### src/rtl/riscv_mem_arbiter_if.sv
// Bus bundle between the fetch/data requesters, the single-port memory and
// the riscv_mem_arbiter; the arbiter connects through the slave modport.
interface riscv_mem_arbiter_if;
   logic        if_req;
   logic [63:0] if_addr;
   logic        if_gnt;
   logic        if_rvalid;
   logic [31:0] if_rdata;

   logic        dm_req;
   logic        dm_we;
   logic [63:0] dm_addr;
   logic [31:0] dm_wdata;
   logic        dm_gnt;
   logic        dm_rvalid;
   logic [31:0] dm_rdata;

   logic        mem_en;
   logic        mem_we;
   logic [63:0] mem_addr;
   logic [31:0] mem_wdata;
   logic [31:0] mem_rdata;
   logic        busy;

   // Requesters plus memory model side.
   modport master (
      output if_req, if_addr, dm_req, dm_we, dm_addr, dm_wdata, mem_rdata,
      input  if_gnt, if_rvalid, if_rdata, dm_gnt, dm_rvalid, dm_rdata,
             mem_en, mem_we, mem_addr, mem_wdata, busy
   );

   // Arbiter side.
   modport slave (
      input  if_req, if_addr, dm_req, dm_we, dm_addr, dm_wdata, mem_rdata,
      output if_gnt, if_rvalid, if_rdata, dm_gnt, dm_rvalid, dm_rdata,
             mem_en, mem_we, mem_addr, mem_wdata, busy
   );
endinterface

### src/rtl/riscv_mem_arbiter.sv
// Fetch/data arbiter for one single-port memory, one transaction in flight.
// Optional fetch starvation guard: define RISCV_ARB_STARVE_GUARD_EN.
module riscv_mem_arbiter #(
   parameter int unsigned MEM_LAT      = 2,
   parameter int unsigned STARVE_LIMIT = 4
) (
   input  logic               clock,
   input  logic               reset_n,
   riscv_mem_arbiter_if.slave bus
);
   localparam int unsigned CNT_W = $clog2(MEM_LAT + 1);
   localparam logic [63:0] WORD_MASK = 64'hFFFF_FFFF_FFFF_FFFC;

   typedef enum logic [1:0] {
      IDLE = 2'd0,
      WAIT = 2'd1,
      RESP = 2'd2
   } state_e;

   if ((MEM_LAT < 1) || (MEM_LAT > 8)) begin : g_bad_mem_lat
      $error("riscv_mem_arbiter: MEM_LAT must be in 1..8");
   end
   if (STARVE_LIMIT < 1) begin : g_bad_starve_limit
      $error("riscv_mem_arbiter: STARVE_LIMIT must be at least 1");
   end

   state_e             state_q, state_d;
   logic [CNT_W-1:0]   cnt_q, cnt_d;
   logic               win_dm_q, win_dm_d;
   logic               if_gnt_q, if_gnt_d;
   logic               dm_gnt_q, dm_gnt_d;
   logic               if_rvalid_q, if_rvalid_d;
   logic               dm_rvalid_q, dm_rvalid_d;
   logic [31:0]        if_rdata_q, if_rdata_d;
   logic [31:0]        dm_rdata_q, dm_rdata_d;
   logic               mem_en_q, mem_en_d;
   logic               mem_we_q, mem_we_d;
   logic [63:0]        mem_addr_q, mem_addr_d;
   logic [31:0]        mem_wdata_q, mem_wdata_d;
   logic               busy_q, busy_d;

   logic               last_s;
   logic               arb_s;
   logic               force_if_s;
   logic               new_dm_s;
   logic               new_if_s;

   // Arbitration happens in IDLE, on the final WAIT edge (so the next grant
   // lands in the RESP cycle) and in a RESP cycle that carries no new grant.
   always_comb begin
      last_s = (cnt_q == CNT_W'(MEM_LAT));
      arb_s  = 1'b0;
      case (state_q)
         IDLE:    arb_s = 1'b1;
         WAIT:    arb_s = last_s;
         RESP:    arb_s = ~(if_gnt_q | dm_gnt_q);
         default: arb_s = 1'b0;
      endcase
      new_dm_s = arb_s & bus.dm_req & ~force_if_s;
      new_if_s = arb_s & bus.if_req & ~new_dm_s;
   end

`ifdef RISCV_ARB_STARVE_GUARD_EN
   localparam int unsigned STV_W = $clog2(STARVE_LIMIT + 1);
   logic [STV_W-1:0] starve_q, starve_d;

   assign force_if_s = bus.if_req & (starve_q == STV_W'(STARVE_LIMIT));

   // Count data grants that overtook a waiting fetch.
   always_comb begin
      starve_d = starve_q;
      if (arb_s) begin
         if (new_if_s || !bus.if_req) begin
            starve_d = {STV_W{1'b0}};
         end else if (new_dm_s) begin
            starve_d = starve_q + STV_W'(1);
         end else begin
            starve_d = starve_q;
         end
      end else begin
         starve_d = starve_q;
      end
   end

   // Starvation counter register.
   always_ff @(posedge clock or negedge reset_n) begin
      if (!reset_n) begin
         starve_q <= {STV_W{1'b0}};
      end else begin
         starve_q <= starve_d;
      end
   end
`else
   assign force_if_s = 1'b0;
`endif

   // Next state, latency counter, response capture and grant outputs.
   always_comb begin
      state_d     = state_q;
      cnt_d       = cnt_q;
      win_dm_d    = win_dm_q;
      if_gnt_d    = 1'b0;
      dm_gnt_d    = 1'b0;
      mem_en_d    = 1'b0;
      if_rvalid_d = 1'b0;
      dm_rvalid_d = 1'b0;
      if_rdata_d  = if_rdata_q;
      dm_rdata_d  = dm_rdata_q;
      mem_we_d    = mem_we_q;
      mem_addr_d  = mem_addr_q;
      mem_wdata_d = mem_wdata_q;

      case (state_q)
         IDLE: begin
            cnt_d   = {CNT_W{1'b0}};
            state_d = (new_dm_s | new_if_s) ? WAIT : IDLE;
         end
         WAIT: begin
            if (last_s) begin
               state_d = RESP;
               cnt_d   = {CNT_W{1'b0}};
               if (win_dm_q) begin
                  dm_rvalid_d = 1'b1;
                  dm_rdata_d  = mem_we_q ? 32'h0000_0000 : bus.mem_rdata;
               end else begin
                  if_rvalid_d = 1'b1;
                  if_rdata_d  = bus.mem_rdata;
               end
            end else begin
               cnt_d = cnt_q + CNT_W'(1);
            end
         end
         RESP: begin
            // A grant issued in this cycle already counts as its first WAIT cycle.
            if (if_gnt_q || dm_gnt_q) begin
               state_d = WAIT;
               cnt_d   = cnt_q + CNT_W'(1);
            end else if (new_dm_s || new_if_s) begin
               state_d = WAIT;
               cnt_d   = {CNT_W{1'b0}};
            end else begin
               state_d = IDLE;
               cnt_d   = {CNT_W{1'b0}};
            end
         end
         default: begin
            state_d = IDLE;
            cnt_d   = {CNT_W{1'b0}};
         end
      endcase

      if (new_dm_s) begin
         dm_gnt_d    = 1'b1;
         mem_en_d    = 1'b1;
         mem_we_d    = bus.dm_we;
         mem_addr_d  = bus.dm_addr & WORD_MASK;
         mem_wdata_d = bus.dm_wdata;
         win_dm_d    = 1'b1;
      end else if (new_if_s) begin
         if_gnt_d    = 1'b1;
         mem_en_d    = 1'b1;
         mem_we_d    = 1'b0;
         mem_addr_d  = bus.if_addr & WORD_MASK;
         win_dm_d    = 1'b0;
      end else begin
         win_dm_d    = win_dm_q;
      end

      busy_d = new_dm_s | new_if_s | (state_d == WAIT);
   end

   // State and output registers.
   always_ff @(posedge clock or negedge reset_n) begin
      if (!reset_n) begin
         state_q     <= IDLE;
         cnt_q       <= {CNT_W{1'b0}};
         win_dm_q    <= 1'b0;
         if_gnt_q    <= 1'b0;
         dm_gnt_q    <= 1'b0;
         if_rvalid_q <= 1'b0;
         dm_rvalid_q <= 1'b0;
         if_rdata_q  <= 32'h0000_0000;
         dm_rdata_q  <= 32'h0000_0000;
         mem_en_q    <= 1'b0;
         mem_we_q    <= 1'b0;
         mem_addr_q  <= 64'h0000_0000_0000_0000;
         mem_wdata_q <= 32'h0000_0000;
         busy_q      <= 1'b0;
      end else begin
         state_q     <= state_d;
         cnt_q       <= cnt_d;
         win_dm_q    <= win_dm_d;
         if_gnt_q    <= if_gnt_d;
         dm_gnt_q    <= dm_gnt_d;
         if_rvalid_q <= if_rvalid_d;
         dm_rvalid_q <= dm_rvalid_d;
         if_rdata_q  <= if_rdata_d;
         dm_rdata_q  <= dm_rdata_d;
         mem_en_q    <= mem_en_d;
         mem_we_q    <= mem_we_d;
         mem_addr_q  <= mem_addr_d;
         mem_wdata_q <= mem_wdata_d;
         busy_q      <= busy_d;
      end
   end

   assign bus.if_gnt    = if_gnt_q;
   assign bus.dm_gnt    = dm_gnt_q;
   assign bus.if_rvalid = if_rvalid_q;
   assign bus.dm_rvalid = dm_rvalid_q;
   assign bus.if_rdata  = if_rdata_q;
   assign bus.dm_rdata  = dm_rdata_q;
   assign bus.mem_en    = mem_en_q;
   assign bus.mem_we    = mem_we_q;
   assign bus.mem_addr  = mem_addr_q;
   assign bus.mem_wdata = mem_wdata_q;
   assign bus.busy      = busy_q;
endmodule

### src/flat_wrapper.sv
// flat-port wrapper written by rule: the top's interface ports become plain ports
module riscv_mem_arbiter_flat 
#(
   parameter int unsigned MEM_LAT      = 2,
   parameter int unsigned STARVE_LIMIT = 4
)
  (clock, reset_n, bus_if_req, bus_if_addr, bus_dm_req, bus_dm_we, bus_dm_addr, bus_dm_wdata, bus_mem_rdata, bus_if_gnt, bus_if_rvalid, bus_if_rdata, bus_dm_gnt, bus_dm_rvalid, bus_dm_rdata, bus_mem_en, bus_mem_we, bus_mem_addr, bus_mem_wdata, bus_busy);
  riscv_mem_arbiter_if bus_i ();
  input  logic clock;
  input  logic reset_n;
  input wire logic [$bits(bus_i.if_req)-1:0] bus_if_req;
  input wire logic [$bits(bus_i.if_addr)-1:0] bus_if_addr;
  input wire logic [$bits(bus_i.dm_req)-1:0] bus_dm_req;
  input wire logic [$bits(bus_i.dm_we)-1:0] bus_dm_we;
  input wire logic [$bits(bus_i.dm_addr)-1:0] bus_dm_addr;
  input wire logic [$bits(bus_i.dm_wdata)-1:0] bus_dm_wdata;
  input wire logic [$bits(bus_i.mem_rdata)-1:0] bus_mem_rdata;
  output wire logic [$bits(bus_i.if_gnt)-1:0] bus_if_gnt;
  output wire logic [$bits(bus_i.if_rvalid)-1:0] bus_if_rvalid;
  output wire logic [$bits(bus_i.if_rdata)-1:0] bus_if_rdata;
  output wire logic [$bits(bus_i.dm_gnt)-1:0] bus_dm_gnt;
  output wire logic [$bits(bus_i.dm_rvalid)-1:0] bus_dm_rvalid;
  output wire logic [$bits(bus_i.dm_rdata)-1:0] bus_dm_rdata;
  output wire logic [$bits(bus_i.mem_en)-1:0] bus_mem_en;
  output wire logic [$bits(bus_i.mem_we)-1:0] bus_mem_we;
  output wire logic [$bits(bus_i.mem_addr)-1:0] bus_mem_addr;
  output wire logic [$bits(bus_i.mem_wdata)-1:0] bus_mem_wdata;
  output wire logic [$bits(bus_i.busy)-1:0] bus_busy;
  assign bus_i.if_req = bus_if_req;
  assign bus_i.if_addr = bus_if_addr;
  assign bus_i.dm_req = bus_dm_req;
  assign bus_i.dm_we = bus_dm_we;
  assign bus_i.dm_addr = bus_dm_addr;
  assign bus_i.dm_wdata = bus_dm_wdata;
  assign bus_i.mem_rdata = bus_mem_rdata;
  assign bus_if_gnt = bus_i.if_gnt;
  assign bus_if_rvalid = bus_i.if_rvalid;
  assign bus_if_rdata = bus_i.if_rdata;
  assign bus_dm_gnt = bus_i.dm_gnt;
  assign bus_dm_rvalid = bus_i.dm_rvalid;
  assign bus_dm_rdata = bus_i.dm_rdata;
  assign bus_mem_en = bus_i.mem_en;
  assign bus_mem_we = bus_i.mem_we;
  assign bus_mem_addr = bus_i.mem_addr;
  assign bus_mem_wdata = bus_i.mem_wdata;
  assign bus_busy = bus_i.busy;
  riscv_mem_arbiter #(.MEM_LAT(MEM_LAT), .STARVE_LIMIT(STARVE_LIMIT)) u_core (.clock(clock), .reset_n(reset_n), .bus(bus_i));
endmodule
### config.mk
export PLATFORM = sky130hd
export DESIGN_NAME = riscv_mem_arbiter_flat
export DESIGN_NICKNAME = d
export VERILOG_FILES = /design/src/rtl/riscv_mem_arbiter_if.sv /design/src/rtl/riscv_mem_arbiter.sv /design/src/flat_wrapper.sv
export SDC_FILE = /design/constraint.sdc
export NUM_CORES = 1
export LEC_CHECK = 0
export CORE_ASPECT_RATIO = 0.9
export CORE_MARGIN = 3
export CORE_UTILIZATION = 30
export CTS_BUF_LIST = sky130_fd_sc_hd__clkbuf_4
export CTS_CLUSTER_DIAMETER = 50
export DETAILED_ROUTE_END_ITERATION = 12
export MAX_ROUTING_LAYER = met4
export SKIP_CTS_REPAIR_TIMING = 1
export SLEW_MARGIN = 20
export SYNTH_ARGS = -nofsm -noshare
export SYNTH_HDL_FRONTEND = slang
export SYNTH_SLANG_ARGS = --single-unit
### constraint.sdc
create_clock -name clock -period 3.7 [get_ports clock]
set_input_delay 0.74 -clock clock [delete_from_list [all_inputs] [get_ports clock]]
set_output_delay 0.74 -clock clock [all_outputs]
set_load 0.1 [all_outputs]
Yosys cells after proc, flatten, opt, wreduce, memory -nomap -nowiden --
Cells that the tools add are included.
Cells by class: add/sub/neg operators 1, bitwise logic cells 9, mux-type cells 25, eq/ne operators 4, reductions and logical operators 6
Operator list (number):
- $mux 64 | 2
- $mux 32 | 1
- $mux 1 | 15
- $mux 2 | 4
- $pmux 2 s3 | 1
- $reduce_and 3->1 | 2
- $eq 2x1->1 const B | 2
- $eq 2x2->1 const B | 2
- $pmux 2 s2 | 1
- $and 1x1->1 | 3
- $not 1->1 | 3
- $or 1x1->1 | 3
- $pmux 1 s3 | 1
- $add 2x1->2 const B | 1
- $logic_not 2->1 | 1
- $logic_or 1x1->1 | 2
- $reduce_bool 2->1 | 1
Storage, ports and cells: input port bits 197, output and inout port bits 167, flip-flop bits (word level) 172, logic and storage cells 59

Longest topological paths before layout --
Gate-level depths: netlist (run 1).
word-level depth 12, mapped depth 9, depth with buffers taken out 6

Least setup slack after synthesis (run 1) --
Ideal clock, no wire load.
kind flip-flop to flip-flop, start reg u_core.dm_gnt_q (netlist: u_core.bus.dm_gnt), end reg u_core.mem_addr_q[55] (netlist: u_core.bus.mem_addr[55]), library setup time 126 ps, buffers on the path 2, data arrival time 2210 ps, slack 1364 ps, clock period less this slack 2336 ps, cell stages (with the launch flop) 6, path through dfrtp_1 -> or3b_4 -> a211o_1 -> buf_2 -> buf_2 -> a221o_1
Between the ends: longest elaborated chain between the ends 7
RTL lines:
- from (decl) | line riscv_mem_arbiter.sv:31 | logic dm_gnt_q, dm_gnt_d;
- from (signal assigned) | line riscv_mem_arbiter.sv:194 | dm_gnt_q <= dm_gnt_d;
- $or 1x1->1 * | line riscv_mem_arbiter.sv:56 | RESP: arb_s = ~(if_gnt_q | dm_gnt_q);
- $not 1->1 * | line riscv_mem_arbiter.sv:56
- $pmux 1 s3 * | line riscv_mem_arbiter.sv:53 | case (state_q)
- $and 1x1->1 | line riscv_mem_arbiter.sv:59 | new_dm_s = arb_s & bus.dm_req & ~force_if_s;
- $not 1->1 | line riscv_mem_arbiter.sv:60 | new_if_s = arb_s & bus.if_req & ~new_dm_s;
- $and 1x1->1 | line riscv_mem_arbiter.sv:60
- $reduce_bool 2->1 (no source line)
- to (signal assigned) | line riscv_mem_arbiter.sv:201 | mem_addr_q <= mem_addr_d;
- to (decl) | line riscv_mem_arbiter.sv:38 | logic [63:0] mem_addr_q, mem_addr_d;
Mark *: on every way between the ends. The rest lies on a longest branch, timed or not. A chain may end at the register's enable or synchronous reset.

Worst setup path after layout (run 1) --
start reg u_core.dm_gnt_q (netlist: u_core.bus.dm_gnt), end out bus_dm_gnt
RTL lines:
- to (decl) | line flat_wrapper.sv:21 | output wire logic [$bits(bus_i.dm_gnt)-1:0] bus_dm_gnt;
No word-level cell between the ends.

==> flow_metrics.tcl, run 1 <==
set metrics [dict create \
    start_util 0.3090 \
    status "finished clean" \
    ys_warn_count 0 \
    crit_fanout 4 \
    criticalPathCategory "flop to primary output" \
    area_growth_pct 56.90 \
    synth_ff_type "dfrtp_1" \
    drt_iter0_drc 277 \
    drc 0 \
    r2r_cells 6 \
    die_h_um 154.1 \
    first_global_vias 6171 \
    cts_tree "yes" \
    fin_crit_sh 0.8000 \
    path_delay_family "buffers and inverters" \
    path_clk_slew_ns 0.18 \
    crit_buf_inv 1 \
    multi_input_area_sq_mm 0.002781 \
    synthesis.area_sq_mm 0.007316 \
    synth_top_area_frac 0.5815 \
    rsz0062_at_grt "no" \
    clk_latency_ns 0.57 \
    die_x_um 170.6 \
    worstSetupEndpointType "primary output" \
    synth_most_common_cell "dfrtp_1" \
    ys_seq_area_frac 0.5815 \
    synth_seq_cells 170 \
    die_area_sq_mm 0.02630 \
    grt_overflow_total 0 \
    drv_cap 0 \
    finalMaxSlewViolations 0 \
    place.gp.congestion 0.7454 \
    grt_use_total 0.1861 \
    ys_top_cells_by_count "170 x dfrtp_1, 64 x mux2_1, 62 x a221o_1, 62 x o211a_1, 35 x nand2_1" \
    hold_viol 0 \
    port_buffers 357 \
    clock_sinks 170 \
    rows 53 \
    via_per_inst 4.904 \
    fin_nets 1095 \
    antenna_found_initial 1 \
    grt_max_degree 70 \
    dp_hpwl_mm 17.14 \
    avgSynthCellArea_sq_um 13.21 \
    r2r_end "u_core.bus.mem_addr[9]$_DFFE_PN0P_" \
    slowest_delay_ns 1.19 \
    crit_slowest_cell "clkdlybuf4s50_1" \
    clock_skew_ns 0.02035 \
    synth_edf_count 0 \
    regToRegStartpoint "u_core.state_q[0]$_DFF_PN0_" \
    setup_violations 0 \
    drive_gt1_frac 0.06866 \
    yosys.area.top_type "dfrtp_1" \
    core_sq_mm 0.02367 \
    yosysUniqueCellTypes 33 \
    ff2ff_setup_slack_ns 1.12 \
    first_pass_iters 4 \
    max-slew-margin-rel 0.2828 \
    num_io_pins 364 \
    hp-class "input pin to async pin" \
    vias 5914 \
    max_freq_ghz 0.3378 \
    fin_setup_tns_ns 0 \
    grt_pass1_wl_mm 36.92 \
    drt_wl_total_mm 24.01 \
    register_area_sq_mm 0.004254 \
    async_reset_ff_frac 1.000 \
    worstPathArrival_ns 2.22 \
    cp.required_ns 2.96 \
    cts.root.buffer_cell "clkbuf_4" \
    cts_buffers 17 \
    synth_area_leaders "dfrtp_1 58%, mux2_1 9.9%, a221o_1 8.5%" \
    nFillCells 2166 \
    htree_levels 4 \
    antenna_left 0 \
    wl_per_cell_um 19.91 \
    tightest_slew_ns 1.073 \
    worstPathCellList "clkdlybuf4s50_1" \
    cts_buffer_depth 2 \
    post-route-min-period_ns 2.960 \
    syn-instance-count 554 \
    start_kind "flop" \
]
## worst register-to-register path, cell delays in order (launching register included)
cell	delay [ns]
dfrtp_1	0.46
inv_1	0.10
ha_1	0.21
or3b_4	0.43
a211o_2	0.59
buf_12	0.30
a221o_1	0.40
## worst max-delay path by stage
| stage | start | to | slack, ns | cells past startpoint |
|---|---|---|---|---|
| global placement | bus_dm_req | u_core.bus.mem_addr[9]$_DFFE_PN0P_ | 0.91 | 5 |
| detailed placement | bus_dm_req | u_core.bus.mem_addr[19]$_DFFE_PN0P_ | 0.88 | 5 |
| floorplan | u_core.bus.dm_gnt$_DFF_PN0_ | u_core.bus.mem_addr[55]$_DFFE_PN0P_ | 1.36 | 5 |
| finish | u_core.bus.dm_gnt$_DFF_PN0_ | bus_dm_gnt | 0.74 | 1 |
| CTS | u_core.bus.dm_gnt$_DFF_PN0_ | bus_dm_gnt | 0.65 | 1 |
| global route | u_core.bus.dm_gnt$_DFF_PN0_ | bus_dm_gnt | 0.61 | 1 |
## flip-flops by register name, summed over array words and instances (netlist names)
signal	cells
u_core.bus.mem_addr	62
u_core.bus.dm_rdata	32
u_core.bus.mem_en	1
u_core.state_q	2
u_core.bus.mem_wdata	32
u_core.cnt_q	2
u_core.bus.dm_gnt	1
u_core.bus.dm_rvalid	1
u_core.bus.if_rvalid	1
u_core.bus.if_rdata	32
u_core.bus.if_gnt	1
u_core.win_dm_q	1
u_core.bus.mem_we	1
u_core.bus.busy	1
## metal layers
layer	wire length (um)	GRT usage	up-vias
met4	118	0.02781	0
li1	-	-	2731
met1	10600	0.2396	2910
met5	0	-	-
met2	11110	0.2860	262
met3	2187	0.07121	11
## kinds of logic (layout without fill, tap and decap cells)
logic type	count (synthesis)	after routing	synth area share
buffers and inverters	64	412	0.04327
multiplexers	64	64	0.09851
flip-flops	170	170	0.5815
AND/OR/NAND/NOR	77	77	0.05473
other	1	3	0.0005126
AO/OA/AOI/OAI	171	171	0.2095
adder cells (fa/ha/maj)	7	7	0.01197
## per-stage QoR
step | setup WS [ns] | std cells | instance area, sq um | util | hold WS (ns)
2_1_floorplan | 1.364 | 555 | 7320 | - | 0.4444
3_3_place_gp | 0.9076 | 1172 | 11130 | 0.4703 | 0.4685
3_5_place_dp | 0.8845 | 1174 | 11190 | 0.4726 | 0.4748
4_1_cts | 0.6507 | 1205 | 11480 | 0.4848 | 0.1145
5_1_grt | 0.6101 | 1206 | 11480 | 0.4849 | 0.09748
6_report | 0.7399 | 1206 | 11480 | 0.4849 | 0.1279
## area by class of cell
type | count | area share
sequential | 170 | 0.3706
clock inverter | 14 | 0.01395
tap | 302 | 0.03292
inverter | 10 | 0.003270
clock buffer | 17 | 0.01112
timing repair buffer | 371 | 0.3256
multi-input combinational | 321 | 0.2423
antenna | 1 | 0.0002180
## cells in the final DEF (no fill, tap or decap), types with 5 or more instances in the layout
cell type	instances
ha_1	7
clkdlybuf4s50_1	353
o211a_1	62
nand2b_1	32
nand2_1	35
mux2_1	64
inv_1	6
inv_8	5
clkbuf_4	17
dfrtp_1	170
a221o_1	62
o21ai_1	32
buf_4	13
Power of run 1 is left out: the tool's default activity adds up to more than one toggle a clock period on the data nets, which glitch-free logic cannot reach.
==> run 2: changes to the inputs <==
- clock period: 3.7 -> 3.1 ns (I/O delays scaled with it)
==> run 2 against run 1 <==
Non-clock buffer count is 2 higher. Final area is 3.8% lower. Count of clock-buffer cells in the layout did not move. Routed wire length increased by 0.71%. Critical endpoint is now u_core.bus.mem_addr[32]$_DFFE_PN0P_. Cell count up 0.17%. Clock skew grew 0.016 ns. Sequential cell count did not move. Global-route usage fell by 0.35 points. Critical path type is now flop to flop. Sequential share of layout area increased by 1.4 points. Worst setup slack lost 0.14 ns.
==> flow_metrics.tcl, run 2 (synthesis results as in run 1) <==
set metrics [dict create \
    status "finished clean" \
    finalMaxSlewViolations 0 \
    via_per_inst 4.888 \
    port_buffers 357 \
    grt_overflow_total 0 \
    wl_per_cell_um 20.02 \
    ff2ff_setup_slack_ns 0.60 \
    drive_gt1_frac 0.2497 \
    layout_commonest_cell "clkdlybuf4s50_1" \
    gr-usage-met3 0.06324 \
    die_x_um 170.6 \
    vias 5905 \
    start_kind "flop" \
    grt_use_total 0.1826 \
    antenna_found_initial 1 \
    first_pass_iters 4 \
    drv_cap 0 \
    core_sq_mm 0.02367 \
    hp-class "flop to flop" \
    max_freq_ghz 0.4008 \
    path_clk_slew_ns 0.16 \
    first_global_vias 6068 \
    die_h_um 154.1 \
    grt_busiest_layer "met2" \
    fin_nets 1097 \
    antenna_left 0 \
    hold_viol 0 \
    grtUsageMet2 0.2943 \
    final_cell_mix "191 x clkdlybuf4s50_1, 178 x buf_4, 170 x dfrtp_1" \
    grt_max_degree 63 \
    drc 0 \
    area_growth_pct 51.00 \
    clock_sinks 170 \
    cp.required_ns 3.53 \
    post-route-min-period_ns 2.495 \
    worstPathArrival_ns 2.93 \
    clk_latency_ns 0.58 \
    cts_buffer_depth 2 \
    drt_iter0_drc 309 \
    place.gp.congestion 0.7567 \
    dp_hpwl_mm 16.95 \
    htree_levels 4 \
    largest_reg_flops 62 \
    fin_setup_tns_ns 0 \
    clock_skew_ns 0.03674 \
    rsz0062_at_grt "no" \
    start_util 0.3090 \
    worstSetupEndpointType "flop" \
    criticalPathCategory "flop to flop" \
    gr-usage-met1 0.2283 \
    max-slew-margin-rel 0.4666 \
    cts_buffers 17 \
    tightest_slew_ns 0.8001 \
    cts.root.buffer_cell "clkbuf_4" \
    num_io_pins 364 \
    crit_fanout 47 \
    cts_tree "yes" \
    drt_wl_total_mm 24.18 \
    die_area_sq_mm 0.02630 \
    grt_pass1_wl_mm 36.27 \
    fin_crit_sh 0.8049 \
    rows 53 \
    setup_violations 0 \
]
[run 2: cell types whose count changed in the layout (fill, tap and decap cells not counted)]
cell	previous run	this run
inv_6	1	3
buf_4	13	178
inv_8	5	3
clkinv_2	0	1
clkdlybuf4s50_1	353	191
buf_16	2	0
clkinv_1	1	0
dlygate4sd3_1	0	1
[run 2: area by class of cell]
cell class	count	area (sq um)
Fill cell	2211	12630
Antenna cell	1	2.502
Multi-Input combinational cell	321	2781
Timing Repair Buffer	373	3309
Inverter	10	37.54
Tap cell	302	377.9
Clock inverter	14	156.4
Clock buffer	17	127.6
Sequential cell	170	4254
[run 2: layer usage]
layer | routed length (um) | part of all wire
met4 | 101 | 0.0042
met3 | 2158 | 0.089
met5 | 0 | 0
met1 | 10410 | 0.43
met2 | 11510 | 0.48
[run 2: worst paths after layout]
check | from | to | cells after the start
setup / recovery | u_core.state_q[0]$_DFF_PN0_ | u_core.bus.mem_addr[32]$_DFFE_PN0P_ | 6
hold / removal | u_core.bus.dm_rdata[24]$_DFFE_PN0P_ | u_core.bus.dm_rdata[24]$_DFFE_PN0P_ | 2
setup reg to reg | u_core.state_q[0]$_DFF_PN0_ | u_core.bus.mem_addr[32]$_DFFE_PN0P_ | 6
hold reg to reg | u_core.bus.dm_rdata[24]$_DFFE_PN0P_ | u_core.bus.dm_rdata[24]$_DFFE_PN0P_ | 2
max in group asynchronous | reset_n | u_core.bus.dm_rdata[14]$_DFFE_PN0P_ | 3
min in group asynchronous | reset_n | u_core.bus.dm_rdata[29]$_DFFE_PN0P_ | 2
[run 2: worst max-delay path, cell delays in order (launching register included)]
cell and delay (ns):
dfrtp_1 0.46, inv_1 0.10, ha_1 0.21, or3b_4 0.42, a211o_2 0.51, buf_12 0.26, a221o_1 0.38
[run 2: per-stage QoR]
stage | instance area [sq um] | instances | setup slack [ns] | hold WS [ns] | util
6_report | 11050 | 1208 | 0.6049 | 0.5037 | 0.4666
5_1_grt | 11050 | 1208 | 0.5315 | 0.5259 | 0.4666
4_1_cts | 11030 | 1206 | 0.6050 | -0.05414 | 0.4661
3_5_place_dp | 10750 | 1175 | 0.4593 | 0.4766 | 0.4541
3_3_place_gp | 10750 | 1175 | 0.5245 | 0.4690 | 0.4541
2_1_floorplan | 7320 | 555 | 0.7641 | 0.3244 | -
Power of run 2 is left out for the same reason.
==> run 3: changes to the inputs <==
- clock period: 3.1 -> 2.6 ns (I/O delays scaled with it)
==> run 3 against run 2 <==
Core utilization up 0.33 points. Die area did not move. Routed wire length shrank 0.45%. Maximum frequency is 12% higher. First-iteration DRC count grew 14%. Via count decreased by 0.14%. Count of clock-buffer cells in the layout is the same. Sequential share of layout area shrank 0.27 points. Critical path depth unchanged. Global-route usage is 0.051 points higher.
==> flow_metrics.tcl, run 3 (synthesis results as in run 1) <==
set metrics [dict create \
    place.gp.congestion 0.7771 \
    antenna_found_initial 2 \
    crit_buf_inv 2 \
    multi_input_area_sq_mm 0.002781 \
    hold_viol 0 \
    first_global_vias 6136 \
    crit_fanout 24 \
    drt_iter0_drc 352 \
    gr-usage-met3 0.05578 \
    setup_violations 0 \
    cts.root.buffer_cell "clkbuf_4" \
    register_area_sq_mm 0.004254 \
    slowest_delay_ns 0.44 \
    max_freq_ghz 0.4478 \
    tightest_slew_ns 0.7692 \
    rows 53 \
    wl_per_cell_um 19.90 \
    nFillCells 2216 \
    fin_nets 1098 \
    max-slew-margin-rel 0.4872 \
    cts_tree "yes" \
    vias 5897 \
    drc 0 \
    drt_wl_total_mm 24.07 \
    rsz0062_at_grt "no" \
    antenna_left 0 \
    post-route-min-period_ns 2.233 \
    start_kind "flop" \
    largest_reg_flops 62 \
    regToRegStartpoint "u_core.state_q[1]$_DFF_PN0_" \
    criticalPathCategory "flop to flop" \
    path_clk_slew_ns 0.16 \
    drv_cap 0 \
    first_pass_iters 5 \
    worstPathCellList "inv_1 -> ha_1 -> nand2_1 -> or2_1 -> buf_4 -> mux2_1" \
    grt_use_total 0.1831 \
    clk_latency_ns 0.56 \
    htree_levels 4 \
    dp_hpwl_mm 17.19 \
    core_sq_mm 0.02367 \
    grt_pass1_wl_mm 36.22 \
    finalMaxSlewViolations 0 \
    layout_commonest_cell "clkdlybuf4s50_1" \
    area_growth_pct 52.08 \
    port_buffers 357 \
    status "finished clean" \
    cp.required_ns 3.03 \
    via_per_inst 4.874 \
    fin_setup_tns_ns 0 \
    die_x_um 170.6 \
    cts_buffers 17 \
    cts_buffer_depth 2 \
    fin_crit_sh 0.8588 \
    hp-class "input pin to async pin" \
    worstPathArrival_ns 2.66 \
    die_area_sq_mm 0.02630 \
    gr-usage-met1 0.2297 \
    crit_path_start "u_core.state_q[1]$_DFF_PN0_" \
    grt_busiest_layer "met2" \
    num_io_pins 364 \
    clock_sinks 170 \
    die_h_um 154.1 \
    worstSetupEndpointType "flop" \
    path_delay_family "buffers and inverters" \
    grtUsageMet2 0.2975 \
    drive_gt1_frac 0.2497 \
    grt_max_degree 66 \
    clock_skew_ns 0.02933 \
    crit_slowest_cell "dfrtp_1" \
    start_util 0.3090 \
    final_cell_mix "191 x clkdlybuf4s50_1, 176 x buf_4, 170 x dfrtp_1" \
    grt_overflow_total 0 \
]
[run 3: changes by cell type in the layout (fill, tap and decap cells not counted), sizes merged]
cell / delta
bufinv: +3
diode: +2
clkinv: -7
clkinvlp: +4
buf: +1
inv: -1
[run 3: layout make-up]
cell class                 count  share of cell area
clock inverter                13             0.01664
tap                          302             0.03396
inverter                      10            0.003374
antenna                        3           0.0006748
timing repair buffer         374              0.3015
sequential                   170              0.3824
clock buffer                  17             0.01147
multi-input combinational    321              0.2500
[run 3: path summary, 6_finish.rpt]
kind                                                            end  slack, ns  cells past startpoint
worst max-delay path             u_core.bus.if_rdata[6]$_DFFE_PN0P_       0.37                      6
worst min-delay path            u_core.bus.dm_rdata[29]$_DFFE_PN0P_       0.41                      2
worst max register to register   u_core.bus.if_rdata[6]$_DFFE_PN0P_       0.37                      6
worst min register to register  u_core.bus.dm_rdata[25]$_DFFE_PN0P_       0.51                      2
max in group asynchronous        u_core.bus.mem_addr[6]$_DFFE_PN0P_       1.50                      3
min in group clock              u_core.bus.dm_rdata[25]$_DFFE_PN0P_       0.51                      2
[run 3: stage by stage]
step                area, sq um  hold slack (ns)  setup slack, ns    util  instances
global placement          10800           0.4692           0.1691  0.4560       1176
CTS                       11110          -0.2072           0.3386  0.4692       1206
global route              11120           0.3794           0.1801  0.4698       1209
floorplan                  7320           0.2244           0.2641       -        555
detailed placement        10800           0.4619           0.1429  0.4560       1176
finish                    11130           0.4085           0.3671  0.4700       1210
[run 3: worst register-to-register path, stage by stage (launching register included)]
cell     delay [ns]
dfrtp_1        0.44
inv_1          0.08
ha_1           0.31
nand2_1        0.09
or2_1          0.37
buf_4          0.43
mux2_1         0.38
[run 3: per-layer routing]
layer | part of all wire | routed length, um
met2 | 0.47 | 11380
met5 | 0 | 0
met3 | 0.087 | 2098
met4 | 0.0056 | 136
met1 | 0.43 | 10450
Power of run 3 is left out for the same reason.
